## config.mk

```make
export PLATFORM = sky130hd
export DESIGN_NAME = pong_game_ctrl
export DESIGN_NICKNAME = d
export VERILOG_FILES = /design/src/rtl/pong_pkg.sv /design/src/rtl/pong_serve_timer.sv /design/src/rtl/pong_game_ctrl.sv
export SDC_FILE = /design/constraint.sdc
export NUM_CORES = 1
export LEC_CHECK = 0
export CAP_MARGIN = 10
export CORE_ASPECT_RATIO = 0.75
export CORE_MARGIN = 2
export CORE_UTILIZATION = 50
export CTS_BUF_LIST = sky130_fd_sc_hd__clkbuf_4 sky130_fd_sc_hd__clkbuf_8
export DETAILED_ROUTE_END_ITERATION = 10
export PLACE_DENSITY = 0.79
export RECOVER_POWER = 25
export SETUP_SLACK_MARGIN = 0.15
export SLEW_MARGIN = 20
export SYNTH_ARGS = -nofsm -noshare
export SYNTH_HDL_FRONTEND = slang
export SYNTH_SLANG_ARGS = --single-unit
```

## constraint.sdc

```tcl
create_clock -name clk -period 3.9 [get_ports clk]
set_input_delay 0.39 -clock clk [delete_from_list [all_inputs] [get_ports clk]]
set_output_delay 0.39 -clock clk [all_outputs]
set_load 0.01 [all_outputs]
```

## src/rtl/pong_pkg.sv

```systemverilog
// Shared pong definitions: FSM state encoding, default screen geometry and span-overlap helper.
// Pure declarations; no latency or backpressure.
package pong_pkg;

  typedef enum logic [2:0] {
    ST_IDLE     = 3'd0,
    ST_SERVE    = 3'd1,
    ST_PLAY     = 3'd2,
    ST_POINT    = 3'd3,
    ST_GAMEOVER = 3'd4
  } state_e;

  localparam int DEF_WIN_SCORE   = 7;
  localparam int DEF_SERVE_TICKS = 60;
  localparam int DEF_LPAD_EDGE   = 10;
  localparam int DEF_RPAD_EDGE   = 605;
  localparam int DEF_PAD_H       = 100;
  localparam int DEF_BALL_SZ     = 30;

  // Vertical overlap of ball and paddle; widened to 11 bits so sums cannot wrap.
  function automatic logic span_overlap(input logic [9:0]  ball_y,
                                        input logic [9:0]  pad_y,
                                        input logic [10:0] ball_sz,
                                        input logic [10:0] pad_h);
    return (({1'b0, ball_y} + ball_sz) > {1'b0, pad_y}) &&
           ({1'b0, ball_y} < ({1'b0, pad_y} + pad_h));
  endfunction

endpackage

```

## src/rtl/pong_serve_timer.sv

```systemverilog
// Serve hold-off counter: load sets SERVE_TICKS-1, each tick decrements, done when it reads 0.
// Load takes effect on the next clk edge; no backpressure.
module pong_serve_timer #(
  parameter int SERVE_TICKS = 60
) (
  input  logic clk,
  input  logic rst_n,
  input  logic load,
  input  logic tick,
  output logic done
);

  localparam int CW = (SERVE_TICKS > 1) ? $clog2(SERVE_TICKS) : 1;

  logic [CW-1:0] cnt_q, cnt_d;

  always_comb begin
    cnt_d = cnt_q;
    if (load) begin
      cnt_d = CW'(SERVE_TICKS - 1);
    end else if (tick && (cnt_q != '0)) begin
      cnt_d = cnt_q - 1'b1;
    end
  end

  always_ff @(posedge clk) begin
    if (!rst_n) begin
      cnt_q <= '0;
    end else begin
      cnt_q <= cnt_d;
    end
  end

  assign done = (cnt_q == '0);

endmodule

```

## src/rtl/pong_game_ctrl.sv

```systemverilog
// Pong game controller: serve/play/score FSM advanced on tick; pulses registered, visible 1 clk after the tick edge.
// No backpressure. Define PONG_SPEEDUP_EN to raise speed every 4th bounce since the last serve.
module pong_game_ctrl
  import pong_pkg::*;
#(
  parameter int WIN_SCORE   = DEF_WIN_SCORE,
  parameter int SERVE_TICKS = DEF_SERVE_TICKS,
  parameter int LPAD_EDGE   = DEF_LPAD_EDGE,
  parameter int RPAD_EDGE   = DEF_RPAD_EDGE,
  parameter int PAD_H       = DEF_PAD_H,
  parameter int BALL_SZ     = DEF_BALL_SZ
) (
  input  logic       clk,
  input  logic       rst_n,
  input  logic       tick,
  input  logic       start_n,
  input  logic [9:0] ball_x,
  input  logic [9:0] ball_y,
  input  logic [9:0] lpad_y,
  input  logic [9:0] rpad_y,
  output logic       ball_run,
  output logic       ball_load,
  output logic       serve_dir,
  output logic       bounce_l,
  output logic       bounce_r,
  output logic [3:0] score_l,
  output logic [3:0] score_r,
  output logic       game_over,
  output logic       winner,
  output logic [1:0] speed,
  output logic [2:0] state
);

  localparam logic [10:0] LPAD_W  = 11'(LPAD_EDGE);
  localparam logic [10:0] RPAD_W  = 11'(RPAD_EDGE);
  localparam logic [10:0] PAD_H_W = 11'(PAD_H);
  localparam logic [10:0] BALL_W  = 11'(BALL_SZ);
  localparam logic [3:0]  WIN_W   = 4'(WIN_SCORE);

  state_e     state_q, state_d;
  logic [3:0] score_l_q, score_l_d, score_r_q, score_r_d;
  logic       serve_dir_q, serve_dir_d;
  logic       game_over_q, game_over_d;
  logic       winner_q, winner_d;
  logic       ball_load_q, ball_load_d;
  logic       bounce_l_q, bounce_l_d, bounce_r_q, bounce_r_d;
  logic       lock_l_q, lock_l_d, lock_r_q, lock_r_d;
  logic       start_prev_q, start_prev_d;

  logic press, enter_serve, serve_done;
  logic left_edge, right_edge, ovl_l, ovl_r;

  assign press      = tick && !start_n && start_prev_q;
  assign left_edge  = ({1'b0, ball_x} <= LPAD_W);
  assign right_edge = (({1'b0, ball_x} + BALL_W) >= RPAD_W);
  assign ovl_l      = span_overlap(ball_y, lpad_y, BALL_W, PAD_H_W);
  assign ovl_r      = span_overlap(ball_y, rpad_y, BALL_W, PAD_H_W);

  pong_serve_timer #(
    .SERVE_TICKS(SERVE_TICKS)
  ) u_serve_timer (
    .clk  (clk),
    .rst_n(rst_n),
    .load (enter_serve),
    .tick (tick && (state_q == ST_SERVE)),
    .done (serve_done)
  );

  always_comb begin
    state_d      = state_q;
    score_l_d    = score_l_q;
    score_r_d    = score_r_q;
    serve_dir_d  = serve_dir_q;
    game_over_d  = game_over_q;
    winner_d     = winner_q;
    lock_l_d     = lock_l_q;
    lock_r_d     = lock_r_q;
    start_prev_d = start_prev_q;
    bounce_l_d   = 1'b0;
    bounce_r_d   = 1'b0;
    enter_serve  = 1'b0;

    if (tick) begin
      start_prev_d = start_n;
      case (state_q)
        ST_IDLE: begin
          if (press) begin
            state_d     = ST_SERVE;
            serve_dir_d = 1'b1;
            enter_serve = 1'b1;
          end
        end
        ST_SERVE: begin
          if (serve_done) state_d = ST_PLAY;
        end
        ST_PLAY: begin
          // A lockout only releases once the ball has left that side's edge region.
          if (!left_edge)  lock_l_d = 1'b0;
          if (!right_edge) lock_r_d = 1'b0;
          if (left_edge && !lock_l_q) begin
            if (ovl_l) begin
              bounce_l_d = 1'b1;
              lock_l_d   = 1'b1;
            end else begin
              score_r_d   = score_r_q + 4'd1;
              serve_dir_d = 1'b0;
              state_d     = ST_POINT;
            end
          end else if (right_edge && !lock_r_q) begin
            if (ovl_r) begin
              bounce_r_d = 1'b1;
              lock_r_d   = 1'b1;
            end else begin
              score_l_d   = score_l_q + 4'd1;
              serve_dir_d = 1'b1;
              state_d     = ST_POINT;
            end
          end
        end
        ST_POINT: begin
          if ((score_l_q == WIN_W) || (score_r_q == WIN_W)) begin
            state_d     = ST_GAMEOVER;
            game_over_d = 1'b1;
            winner_d    = (score_r_q == WIN_W);
          end else begin
            state_d     = ST_SERVE;
            enter_serve = 1'b1;
          end
        end
        ST_GAMEOVER: begin
          if (press) begin
            score_l_d   = 4'd0;
            score_r_d   = 4'd0;
            game_over_d = 1'b0;
            state_d     = ST_SERVE;
            enter_serve = 1'b1;
          end
        end
        default: state_d = ST_IDLE;
      endcase
    end

    if (enter_serve) begin
      lock_l_d = 1'b0;
      lock_r_d = 1'b0;
    end
    ball_load_d = enter_serve;
  end

  always_ff @(posedge clk) begin
    if (!rst_n) begin
      state_q      <= ST_IDLE;
      score_l_q    <= 4'd0;
      score_r_q    <= 4'd0;
      serve_dir_q  <= 1'b1;
      game_over_q  <= 1'b0;
      winner_q     <= 1'b0;
      ball_load_q  <= 1'b0;
      bounce_l_q   <= 1'b0;
      bounce_r_q   <= 1'b0;
      lock_l_q     <= 1'b0;
      lock_r_q     <= 1'b0;
      start_prev_q <= 1'b1;
    end else begin
      state_q      <= state_d;
      score_l_q    <= score_l_d;
      score_r_q    <= score_r_d;
      serve_dir_q  <= serve_dir_d;
      game_over_q  <= game_over_d;
      winner_q     <= winner_d;
      ball_load_q  <= ball_load_d;
      bounce_l_q   <= bounce_l_d;
      bounce_r_q   <= bounce_r_d;
      lock_l_q     <= lock_l_d;
      lock_r_q     <= lock_r_d;
      start_prev_q <= start_prev_d;
    end
  end

`ifdef PONG_SPEEDUP_EN
  logic [1:0] hit_cnt_q, hit_cnt_d;
  logic [1:0] speed_q, speed_d;
  logic       hit;

  assign hit = bounce_l_d | bounce_r_d;

  always_comb begin
    hit_cnt_d = hit_cnt_q;
    speed_d   = speed_q;
    if (enter_serve) begin
      hit_cnt_d = 2'd0;
      speed_d   = 2'd0;
    end else if (hit) begin
      if (hit_cnt_q == 2'd3) begin
        hit_cnt_d = 2'd0;
        if (speed_q != 2'd3) speed_d = speed_q + 2'd1;
      end else begin
        hit_cnt_d = hit_cnt_q + 2'd1;
      end
    end
  end

  always_ff @(posedge clk) begin
    if (!rst_n) begin
      hit_cnt_q <= 2'd0;
      speed_q   <= 2'd0;
    end else begin
      hit_cnt_q <= hit_cnt_d;
      speed_q   <= speed_d;
    end
  end

  assign speed = speed_q;
`else
  assign speed = 2'd0;
`endif

  assign state     = state_q;
  assign ball_run  = (state_q == ST_PLAY);
  assign ball_load = ball_load_q;
  assign serve_dir = serve_dir_q;
  assign bounce_l  = bounce_l_q;
  assign bounce_r  = bounce_r_q;
  assign score_l   = score_l_q;
  assign score_r   = score_r_q;
  assign game_over = game_over_q;
  assign winner    = winner_q;

endmodule

```

[Yosys cells after proc, flatten, opt, wreduce, memory -nomap -nowiden]
Cells that the tools add are included.
Operators by class
  add/sub/neg operators: 7
  equal/unequal tests: 19
  muxes and demuxes: 40
  bitwise gates (word level): 4
  magnitude comparators: 6
  reduce and logical (&&, ||, !) cells: 30
Operators by type and width (count)
  2-to-1 mux 4 bit: 6
  adder 10 x 5 -> 11 bit (second input constant): 2
  adder 10 x 7 -> 11 bit (second input constant): 2
  > comparator 11 x 10 -> 1 bit: 2
  < comparator 10 x 11 -> 1 bit: 2
  2-to-1 mux 3 bit: 7
  2-to-1 mux 1 bit: 19
  AND reduction 6 bit: 3
  one-hot mux 4 bit (2 select lines): 2
  inequality test 2 bit (second input constant): 7
  2-to-1 mux 6 bit: 2
  one-hot mux 3 bit (4 select lines): 1
  >= comparator 11 x 10 -> 1 bit (second input constant): 1
  <= comparator 10 x 4 -> 1 bit (second input constant): 1
  adder 4 x 1 -> 4 bit (second input constant): 2
  equality test 4 x 3 -> 1 bit (second input constant): 2
  logical AND 1 bit: 8
  AND reduction 4 bit: 2
  nonzero test 2 bit: 4
  equality test 3 x 2 -> 1 bit (second input constant): 2
  zero test 6 bit: 1
  inequality test 2 x 1 -> 1 bit (second input constant): 3
  one-hot mux 1 bit (2 select lines): 3
  nonzero test 6 bit: 1
  15 further kinds: 21
Word-level totals
  input port bits: 44
  word-level logic and storage cells: 120
  flip-flop bits (word level): 26

[Depth between registers and ports, before layout]
Gate-level depths: netlist of the first run.
  word-level depth: 7
  gate-level depth with buffers: 14
  gate-level depth less buffers: 14

[By module]
From an unflattened synthesis of the first run, not the netlist that was laid out.
Unflattened totals
  cell total of the unflattened synthesis: 356
  area, all modules: 2844.0 µm²
By module, submodules not included
  pong_game_ctrl: instances 1, area each 2472.4 µm², cells each 315
  pong_serve_timer: instances 1, area each 371.6 µm², cells each 41

[Worst setup path after synthesis of the first run]
Ideal clock, no wire load.
  path type: input to register
  start point: input ball_y[4]
  end point: register score_l_q[3], in the netlist score_l[3]
  cell stages on the path: 11
  slack: 771 ps
  data required time: 3829 ps
  library setup time: 71 ps
  arrival: 3057 ps
  buffers on the path: 0
  path through: or4_4 nand2_1 xnor2_1 ha_1 a21o_1 a21o_1 or4_4 a31oi_4 o21ai_2 or4_1 a21oi_1
Between the ends
  cells in the longest elaborated chain, start to end: 5
Ends and longest elaborated chain
  start, declared: RTL line pong_game_ctrl.sv:18  | input logic [9:0] ball_y,
  adder 10 x 5 -> 11 bit: RTL line pong_pkg.sv:25  | return (({1'b0, ball_y} + ball_sz) > {1'b0, pad_y}) &&
  > comparator 11 x 10 -> 1 bit: RTL line pong_pkg.sv:25
  logical AND 1 bit (*): RTL line pong_pkg.sv:25
  inequality test 2 bit (no source line) (*)
  AND reduction 6 bit (no source line) (*)
  end signal, assigned: RTL line pong_game_ctrl.sv:166  | score_l_q <= score_l_d;
  end, declared: RTL line pong_game_ctrl.sv:41  | logic [3:0] score_l_q, score_l_d, score_r_q, score_r_d;
Mark *: on every way between the ends. The rest lies on a longest branch, timed or not.
A chain may end at the register's enable or synchronous reset.

[Final worst setup path of the first run]
  start point: input ball_y[2]
  end point: register score_l_q[3], in the netlist score_l[3]
The elaborated chain is that of the path after synthesis.

==> run metrics, run 1 <==
dominant cells by area after synthesis=ha_1, dfxtp_1, xnor2_1; CTS tree=yes; grt ovf=0; final hold violation count=0; remaining routing DRC violations=0; clock buffer depth=2; IO Port Bufs=61; leakage=1.59 nW; Syn. warnings=0; number of synthesized flops with an enable pin=0; PwrDens=281 nW/µm²; fin. max-slew vios=0; Worst EP arrival=3780 ps; share of synthesized flip-flops with an asynchronous set or reset=0; Clk pwr share=0.225; Int Power=643 µW; synth unique cells=58; hold path start=game_over; setup_tns=0 ps; cts hold-fix bufs=0; mapped cell area=2840 µm²; CTS Buf Count=3; Max Cap Viol=0; worst-path maximum fanout=5; IO Pins=64; crit share post-route=0.914; clk sinks=26; Final HPWL DP=6400 µm; Core ar.=5410 µm²; vias post-DR=2953; unrepaired setup endpoints after global routing=false; P_sw=375 µW; Syn Inst Count=369; share of cells above drive strength 1=0.0465; Sequential Power Share=0.320; H-tree Lvls=1; Die Y=69.3 µm; Post-synth top flop=dfxtp_1; area leader, netlist=ha_1; RePlAce Congestion=0.964; clk root buf=clkbuf_8; Antenna diodes=0; worst setup path start=ball_y[2]; vias in the first global route=2889; Final Setup Violations=0; pin count of the biggest net entering global routing=16; clk_lat worst skew=280 ps; first-pass GRT wire length=13500 µm; CP endpoint kind=register; switch share=0.368; Syn Area/Cell=7.70 µm²; setup bufs post-CTS=0; Die Area=6310 µm²; min cycle time layout=3570 ps; Nets=522; wire per inst=15.5 µm; CP Class=input port to register; Routed WL=7850 µm; Clock Skews=1.19 ps; sequential area share after synthesis=0.183; top-area cell type share of the netlist area=0.207; drt via density=5.85; Critical Path Start Type=input port; Max Freq=280 MHz; Final Core Density=0.668; area grow syn2layout=27.2%; Die X=91.1 µm; Worst-path clk slew=90 ps; combinational share of power=0.455; maximum vdd drop=0.000187 V; Starting Density=0.525; slew of the pin with the lowest slew margin=596 ps; Seq cells post-synth=26; r2r startpoint=state[1]; Final ANT Viol Nets=0; Critical Path RT=4110 ps; drt pass-1 iters=4; initial antenna violation count=0; slew margin rel.=0.600; Hold Crit Class=register to register; DR iter-0 viols=217; outcome=complete, no violations; total track usage=0.254; num rows=23
==> path summary, 6_finish.rpt <==
check / slack (ps) / to / depth (start not counted)
worst min register to register: 480 / game_over / 2
worst min-delay path: 480 / game_over / 2
worst max register to register: 1550 / state[0] / 7
worst max-delay path: 330 / score_l[3] / 12
==> state kept, by name, indices dropped and copies added, names as in the netlist, 3 cells and up <==
register             flops
score_l                  4
score_r                  4
state                    3
u_serve_timer.cnt_q      6
==> cell usage in the layout, fill, tap and decap left out, types with 7 or more instances in the layout <==
cell type and n:
a21oi_1 31, and3_1 7, clkdlybuf4s50_1 51, dfxtp_1 26, dlygate4sd3_1 10, ha_1 47, inv_1 37, nand2_1 33
nand3_1 15, nand4_1 9, nor2_1 21, o21ai_0 16, xnor2_1 17, xor2_1 7
==> stage by stage <==
stage	cells	setup WS, ps	area (µm²)	hold WS [ps]	total power, mW
global route	505	186	3610	518	1.09
floorplan	370	771	2850	447	0.621
global placement	501	166	3540	457	0.767
CTS	505	362	3610	487	1.01
detailed placement	501	66.9	3540	467	0.783
finish	505	334	3610	476	1.02
==> worst max-delay path, cell delays in order <==
cell and delay [ps]:
clkdlybuf4s50_1 510, or4_4 590, nand2_1 120, xnor2_1 150, ha_1 290, a21o_1 170
a21o_1 180, or4_4 430, a31oi_4 180, o21ai_2 120, or4_1 500, a21oi_1 140
==> cells in the mapped netlist, drive strengths merged (3+ instances only) <==
cell type / number
ha: 47
inv: 37
nand2: 33
a21oi: 31
dfxtp: 26
nor2: 21
o21ai: 18
xnor2: 18
nand3: 15
nand4: 9
and3: 7
xor2: 7
a211oi: 6
clkbuf: 6
nand2b: 6
nor3: 6
or3: 6
a211o: 5
a21o: 5
a31oi: 4
mux2i: 4
nor4: 4
o211ai: 4
or2: 3
or4: 3
==> cell type report <==
cell class | instances | area (µm²)
clock inverters | 1 | 30.0
multi-input cells | 299 | 2160
flip-flops and latches | 26 | 520
well taps | 75 | 93.8
fillers | 472 | 1800
repair buffers | 64 | 633
inverters | 37 | 139
clock buffers | 3 | 41.3
==> kinds of logic after synthesis <==
kind of cell             synth area share
other                             0.00132
AND/OR/NAND/NOR                     0.241
XOR/XNOR                           0.0770
AO/OA/AOI/OAI                       0.214
multiplexers                       0.0141
buffers and inverters              0.0621
flip-flops                          0.183
adder cells (fa/ha/maj)             0.207
==> power by group through the flow <==
stage / sequential, mW / clock, mW / combinational [mW]
global route: 0.329 / 0.238 / 0.522
CTS: 0.324 / 0.229 / 0.458
finish: 0.326 / 0.229 / 0.463
floorplan: 0.322 / 0 / 0.298
global placement: 0.329 / 0 / 0.438
detailed placement: 0.329 / 0 / 0.454
==> metal layers <==
layer  global-route usage  wire length (µm)  up-vias
li1                     -                 -     1458
met1                0.376              3900     1360
met2                0.402              3300      123
met3               0.0370               573       12
met4               0.0320                74        0
met5                    0                 0        -
==> repair_timing <==
action | CTS | global route
endpoints found under the hold margin | 0 | 0
endpoints found under the setup margin | 0 | 1
gates resized for setup | 0 | 1
(Power assumes the default switching activity.)
==> inputs of run 2 (changes only) <==
--- a/config.mk
+++ b/config.mk
@@ -11,8 +11,8 @@
 export CORE_UTILIZATION = 50
 export CTS_BUF_LIST = sky130_fd_sc_hd__clkbuf_4 sky130_fd_sc_hd__clkbuf_8
 export DETAILED_ROUTE_END_ITERATION = 10
+export GPL_TIMING_DRIVEN = 0
 export PLACE_DENSITY = 0.79
-export RECOVER_POWER = 25
 export SETUP_SLACK_MARGIN = 0.15
 export SLEW_MARGIN = 20
 export SYNTH_ARGS = -nofsm -noshare
==> run 2 against run 1 <==
Against the previous run: clock power decreased by 21%; cell count increased by 0.59%; design area decreased by 0.14%; core utilization decreased by 0.093 points; sequential power decreased by 2%; sequential share of layout area about the same; largest cell class unchanged; fmax increased by 6.1%; worst hold slack got worse by 33 ps; clock-buffer cell count increased by 1; worst setup slack improved by 200 ps; critical path type unchanged.
==> run metrics, run 2 (synthesis results as in run 1) <==
r2r setup slk=1600 ps; Worst Setup Slack, final=537 ps; commonest non-fill, non-tap cell in the layout=clkdlybuf4s50_1; PwrDens=269 nW/µm²; Crit path top cell by count=a21o_1; CP endpoint kind=register; vias post-DR=2886; H-tree Lvls=1; num rows=23; pin count of the biggest net entering global routing=15; setup bufs post-CTS=0; DP Worst Slack=-182 ps; setup_tns=0 ps; DR iter-0 viols=150; total track usage=0.233; reg-to-reg endpoint=state[0]; final hold violation count=0; share of cells above drive strength 1=0.0462; Reg area=520 µm²; IO Port Bufs=59; wire per inst=14.5 µm; drt via density=5.68; area grow syn2layout=27.0%; Worst Reg-to-Reg Cells=7; Die X=91.1 µm; Biggest register=u_serve_timer.cnt_q; Clock Skews=4.52 ps; Antenna diodes=0; Worst-path clk slew=90 ps; CP delay by family, top=simple AND/OR/NAND/NOR gates; slowest stage cell on the critical path=clkdlybuf4s50_1; Finished Layout Cells=508; unrepaired setup endpoints after global routing=false; first-pass GRT wire length=12400 µm; Final ANT Viol Nets=0; Die Y=69.3 µm; leakage=1.59 nW; initial antenna violation count=0; clock buffer depth=2; CTS Buf Count=3; Hold Crit Endpoint=start_prev_q; commonest non-fill, non-tap cells in the layout=clkdlybuf4s50_1, ha_1, inv_1, nand2_1, a21oi_1; CP Class=input port to register; Final Setup Violations=0; slew of the pin with the lowest slew margin=511 ps; r2r startpoint=state[1]; Die Area=6310 µm²; Starting Density=0.525; grt ovf=0; slowest cell delay on critical path=600 ps; Hold Crit Class=input port to register; hold path start=rst_n; fill cell count=466; Critical Path RT=4110 ps; crit share post-route=0.862; Critical Path Start Type=input port; Routed WL=7380 µm; clk sinks=26; vias in the first global route=2685; Worst EP arrival=3570 ps; remaining routing DRC violations=0; slew margin rel.=0.655; Core ar.=5410 µm²; worst-path maximum fanout=5; worst setup path start=ball_y[7]; Nets=525; Tot Pwr=969 µW; fin. max-slew vios=0; clk_lat worst skew=280 ps; Max Freq=297 MHz; maximum vdd drop=0.000126 V; Max Cap Viol=0; worst hold stages=2; drt pass-1 iters=5; RePlAce Congestion=0.906; area of the multi-input gates=2160 µm²; CP Buf/Inv Count=1; Final HPWL DP=6000 µm; cell chain of the critical path=clkdlybuf4s50_1, and3_1, nand2_1, xnor2_1, ha_1, a21o_1, a21o_1, or4_4, a31oi_4, o21ai_2, or4_1, a21oi_1; CTS tree=yes; IO Pins=64; placed cells=504; min cycle time layout=3360 ps; max reg flops=6; clk root buf=clkbuf_8; outcome=complete, no violations
==> run 2: changes by cell type in the layout (fill, tap and decap cells not counted), moves of 4 or more <==
cell	before	now
dlymetal6s2s_1	0	4
clkbuf_1	0	6
clkdlybuf4s50_1	51	55
dlygate4sd3_1	10	0
==> run 2: per-stage QoR <==
stage / cell area [µm²] / hold WS, ps / util
finish: 3610 / 443 / 0.667
global route: 3610 / 487 / 0.667
CTS: 3590 / 434 / 0.664
detailed placement: 3530 / 465 / 0.653
global placement: 3530 / 454 / 0.653
floorplan: 2850 / 447 / -
==> run 2: cell type report <==
type	count	share of cell area
clock buffers	4	0.0153
multi-input cells	299	0.599
plain buffers	8	0.0104
well taps	75	0.0260
flip-flops and latches	26	0.144
repair buffers	59	0.166
inverters	37	0.0385
==> run 2: power breakdown <==
part | switching, mW | leakage [nW] | internal (mW)
combinational | 0.255 | 1.35 | 0.214
sequential | 0.0278 | 0.211 | 0.292
clock | 0.0892 | 0.0288 | 0.0906
total | 0.372 | 1.59 | 0.597
==> run 2: what timing repair did <==
action                     CTS  global route
setup endpoints to repair    3             6
resized for setup            1             5
hold buffers                 0             0
==> run 2: worst max-delay path by stage <==
stage | cells after the start | slack [ps] | end
final | 12 | 540 | score_l[3]
after global routing | 13 | 340 | score_r[2]
after CTS | 14 | 280 | score_l[3]
after detailed placement | 14 | -180 | state[0]
after global placement | 14 | -90 | state[0]
after floorplan | 11 | 770 | score_l[3]
==> run 2: metal layers <==
layer / vias up / global-route usage / share of wire
met5: - / 0 / 0
met4: 0 / 0.0404 / 0.0057
li1: 1463 / - / -
met3: 4 / 0.0359 / 0.061
met1: 1336 / 0.353 / 0.52
met2: 83 / 0.353 / 0.42
==> run 2: worst reg2reg max path: cells and delay by family (launching register included) <==
family,cells,cell delay [ps]
AO/OA/AOI/OAI,2,360
buffers and inverters,1,140
flip-flops,1,490
AND/OR/NAND/NOR,4,1170
==> edit (config.mk and constraints of run 1) <==
Set the package constant `DEF_SERVE_TICKS` to 120 (it was 60).
--- a/src/rtl/pong_pkg.sv
+++ b/src/rtl/pong_pkg.sv
@@ -11,7 +11,7 @@
   } state_e;
 
   localparam int DEF_WIN_SCORE   = 7;
-  localparam int DEF_SERVE_TICKS = 60;
+  localparam int DEF_SERVE_TICKS = 120;
   localparam int DEF_LPAD_EDGE   = 10;
   localparam int DEF_RPAD_EDGE   = 605;
   localparam int DEF_PAD_H       = 100;
Function: no difference found for any inputs over 10 cycles, from zero or initial values and one cycle with rst_n low; that may be too few to reach the edited logic, so the function may still have changed.
==> edit against run 1 <==
  * Clock power is 26% lower
  * Cell area is 3.5% higher
  * Area after synthesis rose by 3.2%
  * Synthesized cell count grew 3.0%
  * Die area up 3.0%
  * Sequential cell count rose by 1
  * Wire length down 6.5%
  * Highest routed layer unchanged
  * Maximum frequency fell by 2.5%
  * Via count down 0.27%
  * Power decreased by 5.3%
  * Largest power group unchanged
  * Utilization shrank 1.6 points
  * Worst setup slack lost 0.091 ns
==> edit: results (changes against run 1) <==
| Metric | Value |
|---|---|
| Critical path's largest stage delay | 0.53 ns (-0.06 ns) |
| Max reg flops | 7 (+1) |
| Share of layout cells above drive strength 1 | 0.0721 (+0.0256) |
| Switch share | 0.375 (+0.00697) |
| Synth Instances | 380 (+3.0%) |
| 1st-iter DRT viols | 177 (-18%) |
| WL/cell | 14.0 um (-9.6%) |
| Compound-cell area share of the yosys netlist | 0.180 (-0.0343) |
| Seq/Total Area, Yosys | 0.184 (+0.00120) |
| Slowest cell on crit path | clkdlybuf4s50_1 |
| Crit-path max FO | 4 (-1) |
| DP Cell Count | 517 (+3.2%) |
| First-pass GRT wire length | 12200 um (-9.7%) |
| Total Routing Usage GR | 0.226 (-0.0277) |
| Largest net degree at the start of global routing | 19 (+3) |
| Worst Tran Pin Value | 0.495 ns (-0.100 ns) |
| Outcome | complete, no violations |
| Xor and xnor area share after synthesis | 0.0806 (+0.00361) |
| Top post-synthesis cells by area | ha_1 20%, dfxtp_1 18%, xnor2_1 6.3% |
| Drt pass-1 iters | 5 (+1) |
| Post-Synth Adder-Cell Area | 0.201 (-0.00635) |
| Final nets | 536 (+2.7%) |
| HPWL after DPL | 6050 um (-5.6%) |
| Vias in the first global route | 2731 (-5.5%) |
| VDD IR max | 0.159 mV (-15%) |
| Met3 Use GR | 0.0356 (-0.00136) |
| Leakage Power | 1.60 nW (+0.64%) |
| Routability cong. | 0.846 (-12%) |
| Synth Register Bits | 27 (+3.8%) |
| Final Routed Wirelength | 7330 um (-6.5%) |
| R2R Path End | serve_dir |
| R2r setup slk | 1.36 ns (-0.19 ns) |
| DR vias/cell | 5.64 (-3.5%) |
| Pre-CTS setup slack | -0.0711 ns (-0.138 ns) |
| Core area | 5740 um2 (+6.0%) |
| Met1 GRT Util | 0.322 (-0.0535) |
==> edit: cell count changes after synthesis, moves of 3 or more <==
| cell | delta |
|---|---|
| xnor2_1 | +3 |
| nand3_1 | +8 |
| nand4_1 | -4 |
| a211o_1 | -5 |
| a31oi_1 | -3 |
| o211ai_1 | +3 |
| or4_1 | +4 |
| and2_1 | +3 |
==> edit: area by class of cell <==
type                       count  area, um2  share of cell area
timing repair buffer          68        663               0.177
sequential                    27        541               0.144
inverter                      37        139              0.0371
tap                           78       97.6              0.0261
multi-input combinational    308       2250               0.602
clock buffer                   4       48.8              0.0130
==> edit: per-layer routing <==
metal  vias to the layer above  share of wire
met5                         -              0
li1                       1498              -
met1                      1333           0.49
met4                         0          0.013
met2                       101           0.43
met3                        13          0.068
==> edit: kinds of logic after synthesis <==
group,count (synthesis)
xor gates and xnor gates,27
other,1
adders and majority gates,47
DFF,27
AOI/OAI and AO/OA,81
muxes,6
buffers and inverters,46
and+or+nand+nor,145
==> edit: per-stage QoR <==
step | setup TNS (ns) | instance area, um2 | hold WS (ns) | power [mW]
floorplan | 0 | 2940 | 0.433 | 0.631
global placement | 0 | 3650 | 0.447 | 0.766
detailed placement | -0.126 | 3650 | 0.457 | 0.782
CTS | 0 | 3690 | 0.480 | 0.952
global route | 0 | 3740 | 0.486 | 1.04
finish | 0 | 3740 | 0.476 | 0.963
==> edit: worst min-delay path, delay by kind of cell (launching register included) <==
kind             cells  cell delay [ns]
AND/OR/NAND/NOR      2             0.12
flip-flops           1             0.33
==> edit: power groups by stage <==
stage | registers, mW | clock network (mW) | logic [mW]
after global placement | 0.337 | 0 | 0.429
after global routing | 0.335 | 0.185 | 0.519
final | 0.331 | 0.169 | 0.464
after detailed placement | 0.337 | 0 | 0.445
after floorplan | 0.330 | 0 | 0.302
after CTS | 0.331 | 0.172 | 0.450
==> edit: worst max-delay path by stage <==
stage | startpoint | to | slack [ns]
CTS | ball_y[1] | serve_dir | 0.23
detailed placement | ball_y[1] | serve_dir | -0.07
finish | ball_y[1] | serve_dir | 0.24
floorplan | ball_y[4] | score_l[3] | 0.73
global route | ball_y[1] | serve_dir | 0.04
global placement | ball_y[1] | serve_dir | 0.07
==> edit: what timing repair did <==
action,4_1_cts,5_1_grt
buffers inserted,0,1
gates resized for setup,0,7
setup endpoints to repair,0,7
